### config.mk
export PLATFORM = sky130hd
export DESIGN_NAME = multi_timer_core_flat
export DESIGN_NICKNAME = d
export VERILOG_FILES = /design/src/rtl/timer_pkg.sv /design/src/rtl/multi_timer_core_if.sv /design/src/rtl/timer_channel.sv /design/src/rtl/multi_timer_core.sv /design/src/flat_wrapper.sv
export SDC_FILE = /design/constraint.sdc
export NUM_CORES = 1
export LEC_CHECK = 0
export ABC_AREA = 1
export CAP_MARGIN = 20
export CORE_MARGIN = 1.5
export CORE_UTILIZATION = 53
export CTS_BUF_LIST = sky130_fd_sc_hd__clkbuf_4
export DETAILED_ROUTE_END_ITERATION = 8
export PLACE_DENSITY = 0.84
export SETUP_SLACK_MARGIN = 0.4
export SLEW_MARGIN = 20
export SYNTH_ARGS = -nofsm -noshare
export SYNTH_HDL_FRONTEND = slang
export SYNTH_SLANG_ARGS = --single-unit
### constraint.sdc
create_clock -name i_clk -period 2.25 [get_ports i_clk]
set_input_delay 0.225 -clock i_clk [delete_from_list [all_inputs] [get_ports i_clk]]
set_output_delay 0.225 -clock i_clk [all_outputs]
set_load 0.02 [all_outputs]
### src/rtl/timer_pkg.sv
// Shared definitions for the multi-channel timer: FSM encoding and default width.
// Build option TIMER_PWM_EN adds per-channel duty inputs and registered PWM outputs.
package timer_pkg;

  localparam int CNT_W_DEFAULT = 16;

  typedef enum logic [1:0] {
    ST_IDLE = 2'd0,
    ST_RUN  = 2'd1,
    ST_DONE = 2'd2
  } timer_state_e;

endpackage

### src/rtl/multi_timer_core_if.sv
// Control/status bundle between the timer register block and multi_timer_core.
// With TIMER_PWM_EN defined the bundle also carries i_duty and o_pwm.
interface multi_timer_core_if #(
  parameter int N_CH  = 4,
  parameter int CNT_W = timer_pkg::CNT_W_DEFAULT
);
  // No valid/ready here: every input is a level the core samples on each
  // clock edge, and every output is a register refreshed on each edge.
  logic [N_CH-1:0]       i_en;
  logic [N_CH-1:0]       i_cont;
  logic [N_CH-1:0]       i_irq_clear;
  logic [N_CH*CNT_W-1:0] i_period;
  logic [N_CH-1:0]       o_irq;
  logic                  o_irq_any;
  logic [N_CH*CNT_W-1:0] o_count;
  logic [2*N_CH-1:0]     o_state;
`ifdef TIMER_PWM_EN
  logic [N_CH*CNT_W-1:0] i_duty;
  logic [N_CH-1:0]       o_pwm;

  modport master (
    output i_en, i_cont, i_irq_clear, i_period, i_duty,
    input  o_irq, o_irq_any, o_count, o_state, o_pwm
  );
  modport slave (
    input  i_en, i_cont, i_irq_clear, i_period, i_duty,
    output o_irq, o_irq_any, o_count, o_state, o_pwm
  );
`else
  modport master (
    output i_en, i_cont, i_irq_clear, i_period,
    input  o_irq, o_irq_any, o_count, o_state
  );
  modport slave (
    input  i_en, i_cont, i_irq_clear, i_period,
    output o_irq, o_irq_any, o_count, o_state
  );
`endif
endinterface

### src/rtl/timer_channel.sv
// One timer channel: IDLE/RUN/DONE FSM, counter, double-buffered period,
// sticky IRQ; with TIMER_PWM_EN also a duty shadow and registered PWM output.
module timer_channel
  import timer_pkg::*;
#(
  parameter int CNT_W = CNT_W_DEFAULT
) (
  input  logic             i_clk,
  input  logic             i_rst,
  input  logic             i_en,
  input  logic             i_cont,
  input  logic             i_irq_clear,
  input  logic [CNT_W-1:0] i_period,
`ifdef TIMER_PWM_EN
  input  logic [CNT_W-1:0] i_duty,
  output logic             o_pwm,
`endif
  output logic [CNT_W-1:0] o_count,
  output logic             o_irq,
  output logic             o_irq_next,
  output timer_state_e     o_state
);

  timer_state_e     state_q, state_d;
  logic [CNT_W-1:0] count_q, count_d;
  logic [CNT_W-1:0] shadow_q, shadow_d;
  logic             irq_q, irq_d;
  logic             terminal;
`ifdef TIMER_PWM_EN
  logic [CNT_W-1:0] duty_q, duty_d;
  logic             pwm_q, pwm_d;
`endif

  assign terminal = (count_q == shadow_q);

  always_ff @(posedge i_clk) begin
    if (i_rst) begin
      state_q  <= ST_IDLE;
      count_q  <= '0;
      shadow_q <= '0;
      irq_q    <= 1'b0;
`ifdef TIMER_PWM_EN
      duty_q   <= '0;
      pwm_q    <= 1'b0;
`endif
    end else begin
      state_q  <= state_d;
      count_q  <= count_d;
      shadow_q <= shadow_d;
      irq_q    <= irq_d;
`ifdef TIMER_PWM_EN
      duty_q   <= duty_d;
      pwm_q    <= pwm_d;
`endif
    end
  end

  always_comb begin
    state_d  = state_q;
    count_d  = count_q;
    shadow_d = shadow_q;
    irq_d    = irq_q;
`ifdef TIMER_PWM_EN
    duty_d   = duty_q;
`endif
    unique case (state_q)
      ST_IDLE: begin
        count_d  = '0;
        irq_d    = 1'b0;
        shadow_d = i_period;
`ifdef TIMER_PWM_EN
        duty_d   = i_duty;
`endif
        if (i_en) state_d = ST_RUN;
      end
      ST_RUN: begin
        if (!i_en) begin
          state_d = ST_IDLE;
          count_d = '0;
          irq_d   = 1'b0;
        end else if (terminal) begin
          // Set beats a simultaneous clear so no terminal event is lost.
          count_d  = '0;
          irq_d    = 1'b1;
          shadow_d = i_period;
`ifdef TIMER_PWM_EN
          duty_d   = i_duty;
`endif
          if (!i_cont) state_d = ST_DONE;
        end else begin
          count_d = count_q + CNT_W'(1);
          if (i_irq_clear) irq_d = 1'b0;
        end
      end
      ST_DONE: begin
        count_d = '0;
        if (!i_en) begin
          state_d = ST_IDLE;
          irq_d   = 1'b0;
        end else if (i_irq_clear) begin
          state_d = ST_RUN;
          irq_d   = 1'b0;
        end
      end
      default: begin
        state_d = ST_IDLE;
        count_d = '0;
        irq_d   = 1'b0;
      end
    endcase
  end

`ifdef TIMER_PWM_EN
  // Computed from next-state values so the register lines up with o_count.
  assign pwm_d = (state_d == ST_RUN) && (count_d < duty_d);
  assign o_pwm = pwm_q;
`endif

  assign o_count    = count_q;
  assign o_irq      = irq_q;
  assign o_irq_next = irq_d;
  assign o_state    = state_q;

endmodule

### src/rtl/multi_timer_core.sv
// N-channel timer core: slices the flat buses into timer_channel instances and
// registers the OR of the channel IRQs. Optional PWM via TIMER_PWM_EN.
module multi_timer_core
  import timer_pkg::*;
#(
  parameter int N_CH  = 4,
  parameter int CNT_W = CNT_W_DEFAULT
) (
  input logic               i_clk,
  input logic               i_rst,
  multi_timer_core_if.slave bus
);

  logic [N_CH-1:0] irq_next;
  logic            irq_any_q;

  for (genvar k = 0; k < N_CH; k++) begin : g_ch
    timer_state_e st;

    timer_channel #(
      .CNT_W (CNT_W)
    ) u_ch (
      .i_clk       (i_clk),
      .i_rst       (i_rst),
      .i_en        (bus.i_en[k]),
      .i_cont      (bus.i_cont[k]),
      .i_irq_clear (bus.i_irq_clear[k]),
      .i_period    (bus.i_period[k*CNT_W +: CNT_W]),
`ifdef TIMER_PWM_EN
      .i_duty      (bus.i_duty[k*CNT_W +: CNT_W]),
      .o_pwm       (bus.o_pwm[k]),
`endif
      .o_count     (bus.o_count[k*CNT_W +: CNT_W]),
      .o_irq       (bus.o_irq[k]),
      .o_irq_next  (irq_next[k]),
      .o_state     (st)
    );

    assign bus.o_state[2*k +: 2] = st;
  end

  // Built from the next-state vector so the summary moves with o_irq.
  always_ff @(posedge i_clk) begin
    if (i_rst) irq_any_q <= 1'b0;
    else       irq_any_q <= |irq_next;
  end

  assign bus.o_irq_any = irq_any_q;

endmodule
### src/flat_wrapper.sv
// flat-port wrapper written by rule: the top's interface ports become plain ports
module multi_timer_core_flat import timer_pkg::*;
#(
  parameter int N_CH  = 4,
  parameter int CNT_W = CNT_W_DEFAULT
)
  (i_clk, i_rst, bus_i_en, bus_i_cont, bus_i_irq_clear, bus_i_period, bus_o_irq, bus_o_irq_any, bus_o_count, bus_o_state);
  multi_timer_core_if #(.N_CH(N_CH), .CNT_W(CNT_W)) bus_i ();
  input logic i_clk;
  input logic i_rst;
  input wire logic [$bits(bus_i.i_en)-1:0] bus_i_en;
  input wire logic [$bits(bus_i.i_cont)-1:0] bus_i_cont;
  input wire logic [$bits(bus_i.i_irq_clear)-1:0] bus_i_irq_clear;
  input wire logic [$bits(bus_i.i_period)-1:0] bus_i_period;
  output wire logic [$bits(bus_i.o_irq)-1:0] bus_o_irq;
  output wire logic [$bits(bus_i.o_irq_any)-1:0] bus_o_irq_any;
  output wire logic [$bits(bus_i.o_count)-1:0] bus_o_count;
  output wire logic [$bits(bus_i.o_state)-1:0] bus_o_state;
  assign bus_i.i_en = bus_i_en;
  assign bus_i.i_cont = bus_i_cont;
  assign bus_i.i_irq_clear = bus_i_irq_clear;
  assign bus_i.i_period = bus_i_period;
  assign bus_o_irq = bus_i.o_irq;
  assign bus_o_irq_any = bus_i.o_irq_any;
  assign bus_o_count = bus_i.o_count;
  assign bus_o_state = bus_i.o_state;
  multi_timer_core #(.N_CH(N_CH), .CNT_W(CNT_W)) u_core (.i_clk(i_clk), .i_rst(i_rst), .bus(bus_i));
endmodule
; Word level (Yosys, flattened, before mapping)
; Cells that the tools add are included.
[classes]
add_sub_neg = 4
reduce_logical = 21
eq_ne = 36
bitwise = 8
mux = 60
[op_table]
columns = operator, count
row1 = 16-bit two-way mux, 8
row2 = 16-bit case mux with 2 select lines, 4
row3 = "16-bit by 1-bit adder with 16-bit output, second input constant", 4
row4 = 16-bit == test, 4
row5 = 2-bit two-way mux, 24
row6 = "3-bit inequality test, second input constant", 12
row7 = "2-bit inequality test, second input constant", 12
row8 = 2-bit case mux with 3 select lines, 4
row9 = 4-bit OR reduction, 5
row10 = 1-bit two-way mux, 16
row11 = 4-bit AND reduction, 4
row12 = 3-bit AND reduction, 4
row13 = "2-bit by 1-bit == test with 1-bit output, second input constant", 4
row14 = "2-bit == test, second input constant", 4
row15 = 2-bit logical NOT, 4
row16 = 1-bit inverter, 8
row17 = 1-bit case mux with 2 select lines, 4
row18 = 2-bit nonzero test, 4
[word_totals]
output_inout_bits = 77
word_cells = 146
inputBits = 78
regBits = 141

; Longest topological paths before layout
[logic_depth]
ltp_word = 5
ltp_mapped = 12
ltp_nobuf = 12

; By module
; Synthesis repeated with hierarchy kept, for this count alone.
[hier_totals]
hier_cells = 1173
area_unflattened_um2 = 7677.4
[by_module_without_submodules]
columns = module, n_inst, seq_area_each_um2, area_per_inst_um2, cells_each
row1 = timer_channel at u_core.g_ch[0].u_ch ..., 3, 700.7, 1914.3, 292
row2 = timer_channel at u_core.g_ch[3].u_ch, 1, 700.7, 1901.8, 293
row3 = multi_timer_core, 1, 20.0, 32.5, 4

; Least setup slack after synthesis
; OpenSTA, ideal clock, no wires.
[synth_timing]
path_type = reg2reg
from = reg u_core.g_ch[3].u_ch.count_q[0]
to = reg u_core.g_ch[3].u_ch.count_q[12]
n_path_buf = 0
required_time_ps = 2184
path_stages_with_launch = 9
setup_ps = 66
arrival_ps = 1697
synth_period_minus_slack_ps = 1763
setup_slack_ps = 487
path_cell_list = dfxtp_1 > ha_1 > nand3_2 > nor3_4 > nand3_2 > nor2_4 > nand3_2 > or2_0 > a21oi_2
[synth_between]
elab_chain_len = 2
word_cells_on_any_way = 3
classes_between = 1 x add/sub / 1 x eq/ne / 1 x reduce/logical
[synth_lines]
columns = element, line
row1 = from (decl), timer_channel.sv:25  ; logic [CNT_W-1:0] count_q, count_d;
row2 = from (signal assigned), timer_channel.sv:48  ; count_q <= count_d;
row3 = branches (longest 2 deep; another with 16-bit by 1-bit adder with 16-bit output), -
; Parallel ways; which one is timed is not known.
; A chain may end at the register's enable or synchronous reset.

; Final worst setup path
[layout_timing]
from = reg u_core.g_ch[0].u_ch.count_q[15]
to = out bus_o_count[15]
[layout_lines]
columns = element, line
row1 = from (decl), timer_channel.sv:25
row2 = from (signal assigned), timer_channel.sv:48
row3 = to (decl), flat_wrapper.sv:17  ; output wire logic [$bits(bus_i.o_count)-1:0] bus_o_count;
; No word-level cell between the ends.

==> flow_summary.html <==
<table>
<tr><th>Metric</th><th>Value</th></tr>
<tr><th colspan="2">Run status</th></tr>
<tr><td>Result of the run</td><td>completed</td></tr>
<tr><th colspan="2">Synthesis</th></tr>
<tr><td>Per-instance average area after synthesis</td><td>6.78 um^2</td></tr>
<tr><td>Number of enable-type register cells in the synthesized netlist</td><td>0</td></tr>
<tr><td>Post-Synthesis Cells</td><td>1059</td></tr>
<tr><td>Synth Net Count</td><td>around 1200</td></tr>
<tr><td>Biggest area contributors in the synthesized netlist</td><td>sky130_fd_sc_hd__dfxtp_1 39%, sky130_fd_sc_hd__nand2_1 12%, sky130_fd_sc_hd__nor2_1 12%</td></tr>
<tr><td>Ranking of synthesized cells by instance count</td><td>233 x sky130_fd_sc_hd__nand2_1, 233 x sky130_fd_sc_hd__nor2_1, 141 x sky130_fd_sc_hd__dfxtp_1</td></tr>
<tr><td>Flops &amp; latches, synth</td><td>141</td></tr>
<tr><td>Synthesized area</td><td>between 0.007 and 0.008 mm^2</td></tr>
<tr><td>Cell taking the most area after synthesis</td><td>sky130_fd_sc_hd__dfxtp_1</td></tr>
<tr><td>Proportion of synthesized chip area in sequential cells</td><td>39.3%</td></tr>
<tr><td>Synthesis warning total</td><td>0</td></tr>
<tr><td>Proportion of synthesized flip-flops having asynchronous set or reset</td><td>0%</td></tr>
<tr><td>Cell variety after synth</td><td>37</td></tr>
<tr><td>Post-synth top flop</td><td>sky130_fd_sc_hd__dfxtp_1</td></tr>
<tr><td>Yosys top cell area share</td><td>39.3%</td></tr>
<tr><th colspan="2">Layout</th></tr>
<tr><td>Number of nets in the finished design</td><td>1320</td></tr>
<tr><td>Final cell count without fillers</td><td>between 1000 and 1500</td></tr>
<tr><td>Multi-input gate area in the final layout</td><td>0.00370 mm^2</td></tr>
<tr><td>Sequential standard cell area</td><td>0.00285 mm^2</td></tr>
<tr><td>Proportion of layout cells with a drive suffix above 1</td><td>11.3%</td></tr>
<tr><td>Layout area overhead</td><td>27.9%</td></tr>
<tr><td>Count of filler cells inserted in the layout</td><td>approximately 1100</td></tr>
<tr><th colspan="2">Floorplanning</th></tr>
<tr><td>Initial Util</td><td>between 50% and 60%</td></tr>
<tr><td>Vert. Die Dim</td><td>119 um</td></tr>
<tr><td>Area of the core</td><td>between 0.01 and 0.015 mm^2</td></tr>
<tr><td>Boundary pin count</td><td>~160</td></tr>
<tr><td>Chip width</td><td>about 120 um</td></tr>
<tr><td>Die footprint</td><td>0.0143 mm^2</td></tr>
<tr><td>Standard-cell row count</td><td>42</td></tr>
<tr><th colspan="2">Detailed routing</th></tr>
<tr><td>Avg WL per Cell</td><td>between 10 and 15 um</td></tr>
<tr><td>DRC violations left</td><td>0</td></tr>
<tr><td>Number of detailed-routing iterations run before antenna repair</td><td>5</td></tr>
<tr><td>Number of DRC violations after detailed-routing iteration 0</td><td>416</td></tr>
<tr><td>Number of vias per cell</td><td>4.86</td></tr>
<tr><td>Post-detailed-route count of antenna-violating nets</td><td>0</td></tr>
<tr><td>Final Routed Wirelength</td><td>17400 um</td></tr>
<tr><td>Overall via count from detail_route</td><td>6857</td></tr>
<tr><th colspan="2">Setup path</th></tr>
<tr><td>CP Class</td><td>flop to output port</td></tr>
<tr><td>Cell type group with the largest total delay on the critical path</td><td>buffers and inverters</td></tr>
<tr><td>Series of cell instances along the critical path</td><td>clkdlybuf4s50_1</td></tr>
<tr><td>Cell type of the slowest stage on the worst timing path</td><td>sky130_fd_sc_hd__clkdlybuf4s50_1</td></tr>
<tr><td>WP buf/inv</td><td>1</td></tr>
<tr><td>Required time of the worst setup path</td><td>about 2000 ps</td></tr>
<tr><td>Setup crit start kind</td><td>flop</td></tr>
<tr><td>Largest incremental delay on the critical path</td><td>between 600 and 700 ps</td></tr>
<tr><td>Arrival time at the worst endpoint</td><td>approximately 1500 ps</td></tr>
<tr><td>Kind of capture point of the worst setup path</td><td>output port</td></tr>
<tr><td>CP max FO</td><td>3</td></tr>
<tr><th colspan="2">Run</th></tr>
<tr><td>Maximum Capacitance Violations</td><td>0</td></tr>
<tr><th colspan="2">GRT</th></tr>
<tr><td>Via count of the first global-routing pass</td><td>6342</td></tr>
<tr><td>Grt ovf</td><td>0</td></tr>
<tr><td>Global-route wire length before repair</td><td>28600 um</td></tr>
<tr><td>Pin count of the biggest net entering global routing</td><td>24</td></tr>
<tr><td>Number of antenna violations at the first check in global routing</td><td>1</td></tr>
<tr><td>Overall Global Routing Usage</td><td>~25%</td></tr>
<tr><th colspan="2">Clock network</th></tr>
<tr><td>Clock-pin transition on the worst setup and hold timing paths</td><td>120 ps</td></tr>
<tr><td>CTS tree</td><td>yes</td></tr>
<tr><td>Num CTS Buffers</td><td>17</td></tr>
<tr><td>Max Root-Sink Buffers</td><td>2</td></tr>
<tr><td>Worst-Skew Late Latency</td><td>550 ps</td></tr>
<tr><td>Clock Sink Count</td><td>141</td></tr>
<tr><td>Clock root cell</td><td>sky130_fd_sc_hd__clkbuf_4</td></tr>
<tr><td>Total number of H-tree levels</td><td>4</td></tr>
<tr><th colspan="2">Timing</th></tr>
<tr><td>TNS Setup</td><td>0 ps</td></tr>
<tr><td>Final hold slack</td><td>249 ps</td></tr>
<tr><td>Number of setup violations in the final report</td><td>0</td></tr>
<tr><td>Number of slew-limit violations in the final report</td><td>0</td></tr>
<tr><td>Final Cycle Share</td><td>between 70% and 80%</td></tr>
<tr><td>Final Hold Violating Endpoints</td><td>0</td></tr>
<tr><td>Slew at the pin with the worst max-slew slack</td><td>372 ps</td></tr>
<tr><td>Unrepaired setup endpoints after global routing</td><td>yes</td></tr>
<tr><td>Worst clock skew</td><td>between 20 and 25 ps</td></tr>
<tr><td>Post-route minimum period</td><td>1770 ps</td></tr>
<tr><td>Achievable Freq</td><td>565 MHz</td></tr>
<tr><td>Relative slew slack</td><td>75.1%</td></tr>
<tr><th colspan="2">Placed design</th></tr>
<tr><td>Input/output buffers</td><td>154</td></tr>
<tr><td>Number of placed instances with taps included</td><td>1372</td></tr>
<tr><td>HPWL after detailed placement</td><td>12400 um</td></tr>
<tr><td>Final weighted congestion in routability-driven placement</td><td>roughly 0.86</td></tr>
<tr><th colspan="2">Power</th></tr>
<tr><td>Maximum vdd ir drop</td><td>~500 uV</td></tr>
<tr><td>Standby leakage power</td><td>4.45 nW</td></tr>
<tr><td>Power density over the cells</td><td>848 mW/mm^2</td></tr>
<tr><th colspan="2">Hold path</th></tr>
<tr><td>Class of the tightest hold or removal check</td><td>input pin to flop</td></tr>
</table>
kinds of logic (layout without fill, tap and decap cells):
logic type	count (synthesis)	count (layout)	synth area share, %
compound gates	118	118	8.60
xor+xnor	40	40	4.88
fa+ha+maj	20	20	3.48
buf+inv	168	344	9.88
flops	141	141	39.3
other cells	0	1	0
simple gates	572	572	33.9
worst min-delay path: stages:
cell	delay (ps)
sky130_fd_sc_hd__clkdlybuf4s50_1	400
sky130_fd_sc_hd__nor2_1	100
sky130_fd_sc_hd__nor2_1	50
final timing paths:
check | endpoint | depth (start not counted) | slack (ps) | start
setup / recovery | bus_o_count[15] | 1 | 480 | u_core.g_ch[0].u_ch.o_count[15]$_SDFF_PP0_
hold / removal | u_core.g_ch[1].u_ch.shadow_q[15]$_SDFFE_PP0P_ | 3 | 250 | bus_i_period[31]
setup reg to reg | u_core.g_ch[1].u_ch.o_count[12]$_SDFF_PP0_ | 11 | 490 | u_core.g_ch[1].u_ch.o_count[1]$_SDFF_PP0_
hold reg to reg | u_core.g_ch[2].u_ch.o_count[0]$_SDFF_PP0_ | 1 | 480 | u_core.g_ch[2].u_ch.o_count[0]$_SDFF_PP0_
what timing repair did:
| action | CTS | global route |
|---|---|---|
| hold buffers | 0 | 0 |
| gates cloned | 0 | 0 |
| hold endpoints to repair | 0 | 0 |
| endpoints found under the setup margin | 73 | 81 |
| gates resized for setup | 58 | 47 |
| buffers inserted | 0 | 7 |
| pin swaps | 0 | 6 |
sequential cells by signal, indices dropped and copies added (netlist names):
signal                     cells
u_core.g_ch.u_ch.o_count      64
u_core.g_ch.u_ch.shadow_q     64
u_core.g_ch.u_ch.o_state       8
u_core.g_ch.u_ch.o_irq         4
u_core.bus.o_irq_any           1
power by group:
group          switching [mW]  total (mW)  internal, mW
combinational            1.75        2.88          1.12
clock                   0.898        1.49         0.589
sequential              0.402        3.42          3.02
metrics by stage:
step | utilization [%] | total power, mW | area [um^2] | setup WS [ps]
5_1_grt | 69.4 | 8.43 | 9190 | 376
4_1_cts | 68.0 | 7.69 | 9010 | 354
3_3_place_gp | 66.7 | 6.14 | 8830 | 380
3_5_place_dp | 66.7 | 6.22 | 8830 | 394
6_report | 69.4 | 7.79 | 9190 | 481
2_1_floorplan | - | 5.53 | 7180 | 487
area by class of cell:
| type | count | area share (%) |
|---|---|---|
| antenna | 1 | 0.0272 |
| clock buffer | 22 | 1.80 |
| clock inverter | 10 | 0.804 |
| inverter | 143 | 5.90 |
| multi-input combinational | 750 | 40.3 |
| sequential | 141 | 31.0 |
| tap | 176 | 2.40 |
| timing repair buffer | 169 | 17.8 |
per-layer routing:
metal | track usage [%] | vias up | wire (um)
met3 | 6.70 | 22 | 1060
met1 | 31.2 | 3050 | 7940
met5 | 0 | - | 0
met4 | 7.29 | 0 | 208
met2 | 41.3 | 192 | 8150
li1 | - | 3593 | -
cells in the final DEF, fill, tap and decap left out, types with 4 or more instances in the layout:
| cell | Yosys | routed |
|---|---|---|
| sky130_fd_sc_hd__inv_2 | 18 | 18 |
| sky130_fd_sc_hd__o21ai_0 | 74 | 74 |
| sky130_fd_sc_hd__clkinv_1 | 1 | 4 |
| sky130_fd_sc_hd__nand2_1 | 233 | 232 |
| sky130_fd_sc_hd__clkbuf_4 | 0 | 22 |
| sky130_fd_sc_hd__dfxtp_2 | 0 | 17 |
| sky130_fd_sc_hd__buf_4 | 7 | 14 |
| sky130_fd_sc_hd__ha_1 | 20 | 19 |
| sky130_fd_sc_hd__clkinv_2 | 0 | 5 |
| sky130_fd_sc_hd__inv_1 | 123 | 122 |
| sky130_fd_sc_hd__xor2_1 | 36 | 36 |
| sky130_fd_sc_hd__nand3_1 | 33 | 31 |
| sky130_fd_sc_hd__xnor2_1 | 4 | 4 |
| sky130_fd_sc_hd__dfxtp_1 | 141 | 122 |
| sky130_fd_sc_hd__clkdlybuf4s50_1 | 0 | 84 |
| sky130_fd_sc_hd__nor2_1 | 233 | 230 |
| sky130_fd_sc_hd__nand3_2 | 8 | 10 |
| sky130_fd_sc_hd__nand4_1 | 6 | 6 |
| sky130_fd_sc_hd__a21oi_1 | 32 | 32 |
| sky130_fd_sc_hd__nor2_2 | 23 | 24 |
| sky130_fd_sc_hd__or2_2 | 4 | 4 |
| sky130_fd_sc_hd__nor3b_1 | 5 | 5 |
| sky130_fd_sc_hd__nor3_1 | 12 | 12 |
| sky130_fd_sc_hd__dlygate4sd2_1 | 0 | 56 |
| sky130_fd_sc_hd__dlymetal6s2s_1 | 0 | 14 |
(Power assumes the default switching activity.)
